**config.mk**
```make
export PLATFORM = sky130hd
export DESIGN_NAME = serdes_tx_scheduler
export DESIGN_NICKNAME = d
export VERILOG_FILES = /design/src/rtl/serdes_tx_scheduler.sv
export SDC_FILE = /design/constraint.sdc
export NUM_CORES = 1
export LEC_CHECK = 0
export BUFFER_PORTS_ARGS = -buffer_cell sky130_fd_sc_hd__buf_4
export CAP_MARGIN = 20
export CORE_ASPECT_RATIO = 0.7
export CORE_MARGIN = 2
export CORE_UTILIZATION = 51
export CTS_BUF_LIST = sky130_fd_sc_hd__clkbuf_4 sky130_fd_sc_hd__clkbuf_8
export CTS_CLUSTER_DIAMETER = 200
export DETAILED_ROUTE_END_ITERATION = 8
export MAX_ROUTING_LAYER = met4
export PLACE_DENSITY_LB_ADDON = 0.1
export SLEW_MARGIN = 25
export SYNTH_ARGS = -nofsm -noshare
export SYNTH_HDL_FRONTEND = slang
export SYNTH_SLANG_ARGS = --single-unit
```
**constraint.sdc**
```tcl
create_clock -name clk -period 3.21 [get_ports clk]
set_input_delay 0.321 -clock clk [delete_from_list [all_inputs] [get_ports clk]]
set_output_delay 0.321 -clock clk [all_outputs]
set_load 0.01 [all_outputs]
```
**src/rtl/serdes_tx_scheduler.sv**
```systemverilog
// serdes_tx_scheduler: round-robin share of one serializer lane among four
// byte requesters; each grant is sent as a header word then a payload word.
module serdes_tx_scheduler #(
  parameter int         WORD_CYCLES = 8,
  parameter int         GAP_CYCLES  = 2,
  parameter logic [3:0] SYNC_NIBBLE = 4'hA
) (
  input  logic        clk,
  input  logic        rst,
  input  logic        enable,
  input  logic [3:0]  req_valid,
  input  logic [31:0] req_data,
  output logic [3:0]  req_ready,
  output logic        ser_load,
  output logic [7:0]  ser_data,
  output logic        busy,
  output logic [1:0]  grant_id,
  output logic        frame_done,
  output logic [15:0] frame_count
);

  typedef enum logic [1:0] {
    IDLE,
    HDR,
    PAY,
    GAP
  } state_t;

  localparam logic [15:0] W_M1 = 16'(WORD_CYCLES - 1);
  localparam logic [15:0] G_M1 =
    16'((GAP_CYCLES > 0) ? GAP_CYCLES - 1 : 0);

  state_t      state;
  state_t      state_nxt;
  logic [15:0] cnt;
  logic [15:0] cnt_nxt;
  logic [1:0]  ptr;
  logic [7:0]  payload;
  logic [7:0]  dbl;
  logic [3:0]  rot;
  logic [1:0]  ofs;
  logic [1:0]  win;
  logic        accept;
  logic        load_nxt;
  logic [7:0]  data_nxt;
  logic        done_nxt;

  // Rotate valids so bit 0 is the requester just after the last winner.
  always_comb begin
    dbl = {req_valid, req_valid};
    rot = 4'(dbl >> ({1'b0, ptr} + 3'd1));
    ofs = 2'd0;
    priority case (1'b1)
      rot[0]:  ofs = 2'd0;
      rot[1]:  ofs = 2'd1;
      rot[2]:  ofs = 2'd2;
      rot[3]:  ofs = 2'd3;
      default: ofs = 2'd0;
    endcase
    win = ptr + 2'd1 + ofs;
  end

  assign accept = enable && (state == IDLE)
                  && (req_valid != 4'b0000);

  // Ready strobe; held low while reset is asserted.
  always_comb begin
    req_ready = 4'b0000;
    if (accept && rst)
      req_ready = 4'b0001 << win;
  end

  assign busy = (state != IDLE);

  // State and word counter register.
  always_ff @(posedge clk or negedge rst) begin
    if (!rst) begin
      state <= IDLE;
      cnt   <= '0;
    end else begin
      state <= state_nxt;
      cnt   <= cnt_nxt;
    end
  end

  // Next-state: word pacing in HDR/PAY, idle spacing in GAP.
  always_comb begin
    state_nxt = state;
    cnt_nxt   = cnt;
    unique case (state)
      IDLE: begin
        if (accept) begin
          state_nxt = HDR;
          cnt_nxt   = W_M1;
        end
      end
      HDR: begin
        if (cnt == '0) begin
          state_nxt = PAY;
          cnt_nxt   = W_M1;
        end else begin
          cnt_nxt = cnt - 16'd1;
        end
      end
      PAY: begin
        if (cnt == '0) begin
          if (GAP_CYCLES == 0) begin
            state_nxt = IDLE;
          end else begin
            state_nxt = GAP;
            cnt_nxt   = G_M1;
          end
        end else begin
          cnt_nxt = cnt - 16'd1;
        end
      end
      GAP: begin
        if (cnt == '0)
          state_nxt = IDLE;
        else
          cnt_nxt = cnt - 16'd1;
      end
    endcase
  end

  // Outputs to be registered: word loads and the completion pulse.
  always_comb begin
    load_nxt = 1'b0;
    data_nxt = payload;
    done_nxt = 1'b0;
    if (state == IDLE && accept) begin
      load_nxt = 1'b1;
      data_nxt = {SYNC_NIBBLE, 2'b00, win};
    end
    if (state == HDR && cnt == '0) begin
      load_nxt = 1'b1;
      data_nxt = payload;
    end
    if ((state == PAY || state == GAP)
        && state_nxt == IDLE)
      done_nxt = 1'b1;
  end

  // Grant bookkeeping: pointer, id and payload captured at accept.
  always_ff @(posedge clk or negedge rst) begin
    if (!rst) begin
      ptr      <= 2'd3;
      grant_id <= 2'd0;
      payload  <= 8'h00;
    end else if (accept) begin
      ptr      <= win;
      grant_id <= win;
      payload  <= req_data[{win, 3'b000} +: 8];
    end
  end

  // Serializer load port and frame statistics.
  always_ff @(posedge clk or negedge rst) begin
    if (!rst) begin
      ser_load    <= 1'b0;
      ser_data    <= 8'h00;
      frame_done  <= 1'b0;
      frame_count <= 16'h0000;
    end else begin
      ser_load   <= load_nxt;
      frame_done <= done_nxt;
      if (load_nxt)
        ser_data <= data_nxt;
      if (done_nxt)
        frame_count <= frame_count + 16'd1;
    end
  end

endmodule
```
### Word level (Yosys, flattened, before mapping)

Cells that the tools add are included.

| word-level totals | value |
|---|---|
| flip-flop bits (word level) | 56 |
| bits of input ports | 39 |
| output and inout port bits | 33 |
| logic and storage cells | 55 |

| cells by class | value |
|---|---|
| $add $sub $neg | 5 |
| eq/ne operators | 5 |
| shifts and indexed selects | 3 |
| multiplexer cells | 20 |
| reduce and logical (&&, ||, !) cells | 13 |

Operator list:

| cell | count |
|---|---|
| $mux W16 | 4 |
| $pmux W16 S4 | 1 |
| $shiftx A32 B6 Y8 | 1 |
| $add A16 B1 Y16 const B | 1 |
| $logic_not A16 Y1 | 1 |
| $mux W2 | 8 |
| $mux W8 | 2 |
| $sub A16 B1 Y16 const B | 1 |
| $pmux W2 S4 | 1 |
| $shr A8 B3 Y4 | 1 |
| $logic_and A1 B1 Y1 | 6 |
| $eq A2 B2 Y1 const B | 2 |
| $logic_not A2 Y1 | 2 |
| $mux W4 | 1 |
| $ne A2 B2 Y1 const B | 2 |
| $reduce_bool A4 Y1 | 1 |
| $shl A1 B2 Y4 const A | 1 |
| $add A2 B1 Y3 const B | 1 |
| $mux W1 | 3 |
| $add A2 B1 Y2 const B | 1 |
| $add A2 B2 Y2 | 1 |
| $eq A2 B1 Y1 const B | 1 |
| $reduce_and A2 Y1 | 1 |
| $reduce_bool A2 Y1 | 1 |
| $logic_or A1 B1 Y1 | 1 |

### Depth between registers and ports, before layout

| logic depth | value |
|---|---|
| depth in word-level cells | 9 |
| gate-level depth with buffers | 14 |
| gate-level depth less buffers | 11 |

### Worst setup path after synthesis

OpenSTA, ideal clock, no wires.

| path | value |
|---|---|
| path kind | flip-flop to flip-flop |
| start | register ptr[1] |
| end | register payload[2] |
| library setup time | 123 ps |
| arrival time | 2917 ps |
| required time | 3087 ps |
| path slack | 170 ps |
| cell stages (with the launch flop) | 13 |
| path buffers | 2 |
| clock period less this slack | 3040 ps |
| cells stage by stage | dfstp_2 -> buf_4 -> nand2b_1 -> a21oi_1 -> o211ai_1 -> o21ai_0 -> ha_1 -> xnor2_1 -> or4_1 -> buf_2 -> nand2_4 -> mux2_2 -> o221a_2 |

| between the ends | value |
|---|---|
| cells in the longest elaborated chain, start to end | 8 |
| elaborated cells between the ends (all ways) | 9 |
| those cells by class | add/sub: 3; shift: 2; mux: 4 |

RTL lines:

| what | RTL line | RTL |
|---|---|---|
| start, declared | 37 | `logic [1:0] ptr;` |
| start signal, assigned | 151 | `ptr <= win;` |
| $add A2 B1 Y3 | 51 | `rot = 4'(dbl >> ({1'b0, ptr} + 3'd1));` |
| $shr A8 B3 Y4 | 51 |  |
| $mux W2 (4 in series) | 53 | `priority case (1'b1)` |
| $add A2 B2 Y2 (*) | 60 | `win = ptr + 2'd1 + ofs;` |
| $shiftx A32 B6 Y8 (*) | 153 | `payload <= req_data[{win, 3'b000} +: 8];` |
| end signal, assigned | 153 |  |
| end, declared | 38 | `logic [7:0] payload;` |

Every way passes the cells marked *; elsewhere a longest branch is shown, timed or not.
A chain may end at the register's enable or synchronous reset.

### Worst setup path in the final report

| path | value |
|---|---|
| start | register ptr[1] |
| end | output req_ready[0] |

| between the ends | value |
|---|---|
| cells in the longest elaborated chain, start to end | 9 |
| elaborated cells between the ends (all ways) | 10 |
| those cells by class | add/sub: 3; shift: 2; mux: 5 |

RTL lines:

| what | RTL line | RTL |
|---|---|---|
| $add A2 B1 Y3 | 51 |  |
| $shr A8 B3 Y4 | 51 |  |
| $mux W2 (4 in series) | 53 |  |
| $add A2 B2 Y2 (*) | 60 |  |
| $shl A1 B2 Y4 (*) | 70 | `req_ready = 4'b0001 << win;` |
| $mux W4 (*) | 69 | `if (accept && rst)` |
| end, declared | 13 | `output logic [3:0] req_ready,` |

Marks and branches as above.

==> impl_metrics.toml <==
[outcome]
outcome = "finished clean"

[logic_synthesis]
yosysWarnings = 0
synth_nets = 375
synth.area.top_cells = "dfrtp_1 (42%), xor2_1 (4.9%), nor2_1 (3.4%)"
netlist.top_cell.by_area = "dfrtp_1"
syn_inst = 333
synth_enable_flop_cells = 0
yosysSeqAreaShare = 0.440
synth_most_common_cell = "dfrtp_1"
avgSynthCellArea_um2 = 9.57
synth_common_cells = "dfrtp_1 (54), nor2_1 (29), nand2_1 (26), nor3_1 (20), xor2_1 (18)"
yosys_register_bits = 56
synth_area_um2 = 3190
synth_top_area_frac = 0.424
yosysUniqueCellTypes = 52
synth_async_sr_flop_share = 1.00
synth-main-ff-cell = "dfrtp_1"

[run]
maxCapViolations = 0

[global_routing]
overflow = 0
antenna_found_initial = 0
grt_pass1_vias = 2561
grt_pass1_wl_mm = 12.3
grt_usage = 0.224
grt_max_degree = 56

[min_path]
hp-class = "input port to flop"
hold_depth = 3
hp-start = "req_data[29]"
hold_path_end = "payload[5]"

[sta]
timing.final.crit_share = 0.955
finalSetupViolations = 0
slew_headroom = 0.374
final.setup_skew_ns = 0.00628
hold_violations = 0
setup_ws_ns = 0.146
hold_slack_ns = 0.356
fin_setup_tns_ns = 0
max_freq_mhz = 326
min_period_ns = 3.06
worstMarginPinSlew_ns = 0.931
drv_slew = 0

[power_and_ir_drop]
power_mw = 3.12
p_leak_nw = 1.88
p_per_area_nw_per_um2 = 793
ir_drop_mv = 0.411

[die]
io_pins = 72
die_y_um = 70.2
start_util = 0.520
row_count = 24
dieArea_um2 = 6910
core_um2 = 6130
die_x_um = 98.5

[routing]
wirelength_mm = 7.25
drt-wirelength-per-cell_um = 15.0
viasPerCell = 5.65
vias = 2725
ant_nets = 0
dr.pass1.iters = 4
first_iter_violations = 134
drc_errors = 0

[finish]
stdcell_area_um2 = 3940
register_area_um2 = 1400
instances_no_fill = 482
multi_input_area_um2 = 1670
nets = 445
fillers = 513
diodes = 0
drive_gt1_frac = 0.297
fin_util = 0.644
area_growth_pct = 23.7

[placement]
place_area_um2 = 3790
dp.cells = 473
numPortBuffers = 71
dp_hpwl_mm = 5.13
gp_congestion = 0.869
dp_slack_ns = 0.225

[setup_path]
path_max_fanout = 13
critPathKind = "flop to primary output"
end_kind = "primary output"
arrival_ns = 2.74
crit_buf_inv = 3
path_cells = "buf_6 -> a21oi_1 -> o22ai_1 -> o21ai_0 -> ha_2 -> xnor2_2 -> or4_4 -> buf_4 -> a21oi_1 -> buf_4"
timing.rr.start = "ptr[1]"
reg2reg_slack_ns = 0.32
critical-path-top-delay-family = "flip-flops"
startpoint_type = "flop"
r2r-end = "payload[2]"
critPathSlowestCell = "dfstp_2"
r2r_cells = 10
max_stage_delay_ns = 0.56
critPathRequiredTime_ns = 2.89
cp.depth = 10

[clock_network]
cts_tree = "yes"
cts_root_buf = "clkbuf_8"
clock_sinks = 56
clk_latency_ns = 0.31
cts_buffers = 5
clockBufferDepth = 2
cts.htree.levels = 2
clkSlewWorstSetupHoldPaths_ns = 0.11
==> worst max path at each step <==
| stage | start | to | slack (ns) |
|---|---|---|---|
| floorplan | ptr[1] | payload[2] | 0.17 |
| global placement | ptr[1] | payload[2] | 0.28 |
| detailed placement | ptr[1] | payload[2] | 0.22 |
| CTS | ptr[1] | req_ready[1] | 0.04 |
| global route | ptr[1] | req_ready[0] | -0.001 |
| finish | ptr[1] | req_ready[0] | 0.15 |
==> logic make-up (layout without fill, tap and decap cells) <==
| group | count (synthesis) | in the layout | synth area share |
|---|---|---|---|
| and+or+nand+nor | 142 | 142 | 0.243 |
| AOI/OAI and AO/OA | 58 | 58 | 0.127 |
| DFF | 56 | 56 | 0.440 |
| xor gates and xnor gates | 30 | 30 | 0.0824 |
| buffers and inverters | 28 | 99 | 0.0424 |
| muxes | 15 | 15 | 0.0502 |
| adders and majority gates | 4 | 4 | 0.0149 |
==> cell usage in the layout (no fill, tap or decap), types with 4 or more instances in the layout <==
cell | Yosys | layout
nor2b_1 | 4 | 4
nand4_1 | 9 | 9
a21oi_1 | 13 | 13
o221a_2 | 6 | 6
xor2_1 | 18 | 18
clkbuf_8 | 0 | 5
dfrtp_1 | 54 | 54
o31ai_1 | 4 | 4
or3b_2 | 5 | 5
nor2_1 | 29 | 29
xnor2_1 | 12 | 11
nor3_1 | 20 | 20
nand3_1 | 17 | 17
inv_1 | 9 | 9
and3_1 | 5 | 5
o21ai_0 | 14 | 14
mux2_2 | 8 | 8
a21o_1 | 4 | 4
buf_4 | 2 | 80
nand2b_1 | 6 | 5
mux2i_1 | 7 | 7
nand2_1 | 26 | 26
==> registers in the layout, indices dropped and copies added, names as in the netlist <==
signal,flops
state,2
grant_id,2
cnt,16
ser_data,8
payload,8
frame_done,1
ser_load,1
ptr,2
frame_count,16
==> final cells by class <==
type | instances | area share
clock buffer | 6 | 0.0194
timing repair buffer | 82 | 0.158
tap | 78 | 0.0248
clock inverter | 2 | 0.00984
multi-input combinational | 249 | 0.424
inverter | 9 | 0.00857
sequential | 56 | 0.356
==> metal layers <==
layer,GRT usage,vias to the layer above,routed length (um)
li1,-,1329,-
met1,0.332,1320,3640
met2,0.329,70,3200
met3,0.0420,6,364
met4,0.0365,0,39
met5,-,-,0
==> repair_timing <==
item                                   CTS  global route
gates resized for setup                  0             5
hold buffers                             1             0
setup buffers                            0             0
endpoints found under the hold margin    1             0
setup endpoints to repair                0             4
==> tightest hold or removal path, cell delays in order <==
cell	delay, ns
buf_4	0.11
mux2i_1	0.12
a211oi_1	0.09
==> where the power goes <==
part | internal (mW) | switching [mW]
clock | 0.245 | 0.243
sequential | 0.944 | 0.230
combinational | 0.726 | 0.737
total | 1.92 | 1.21
(Power assumes the default switching activity.)
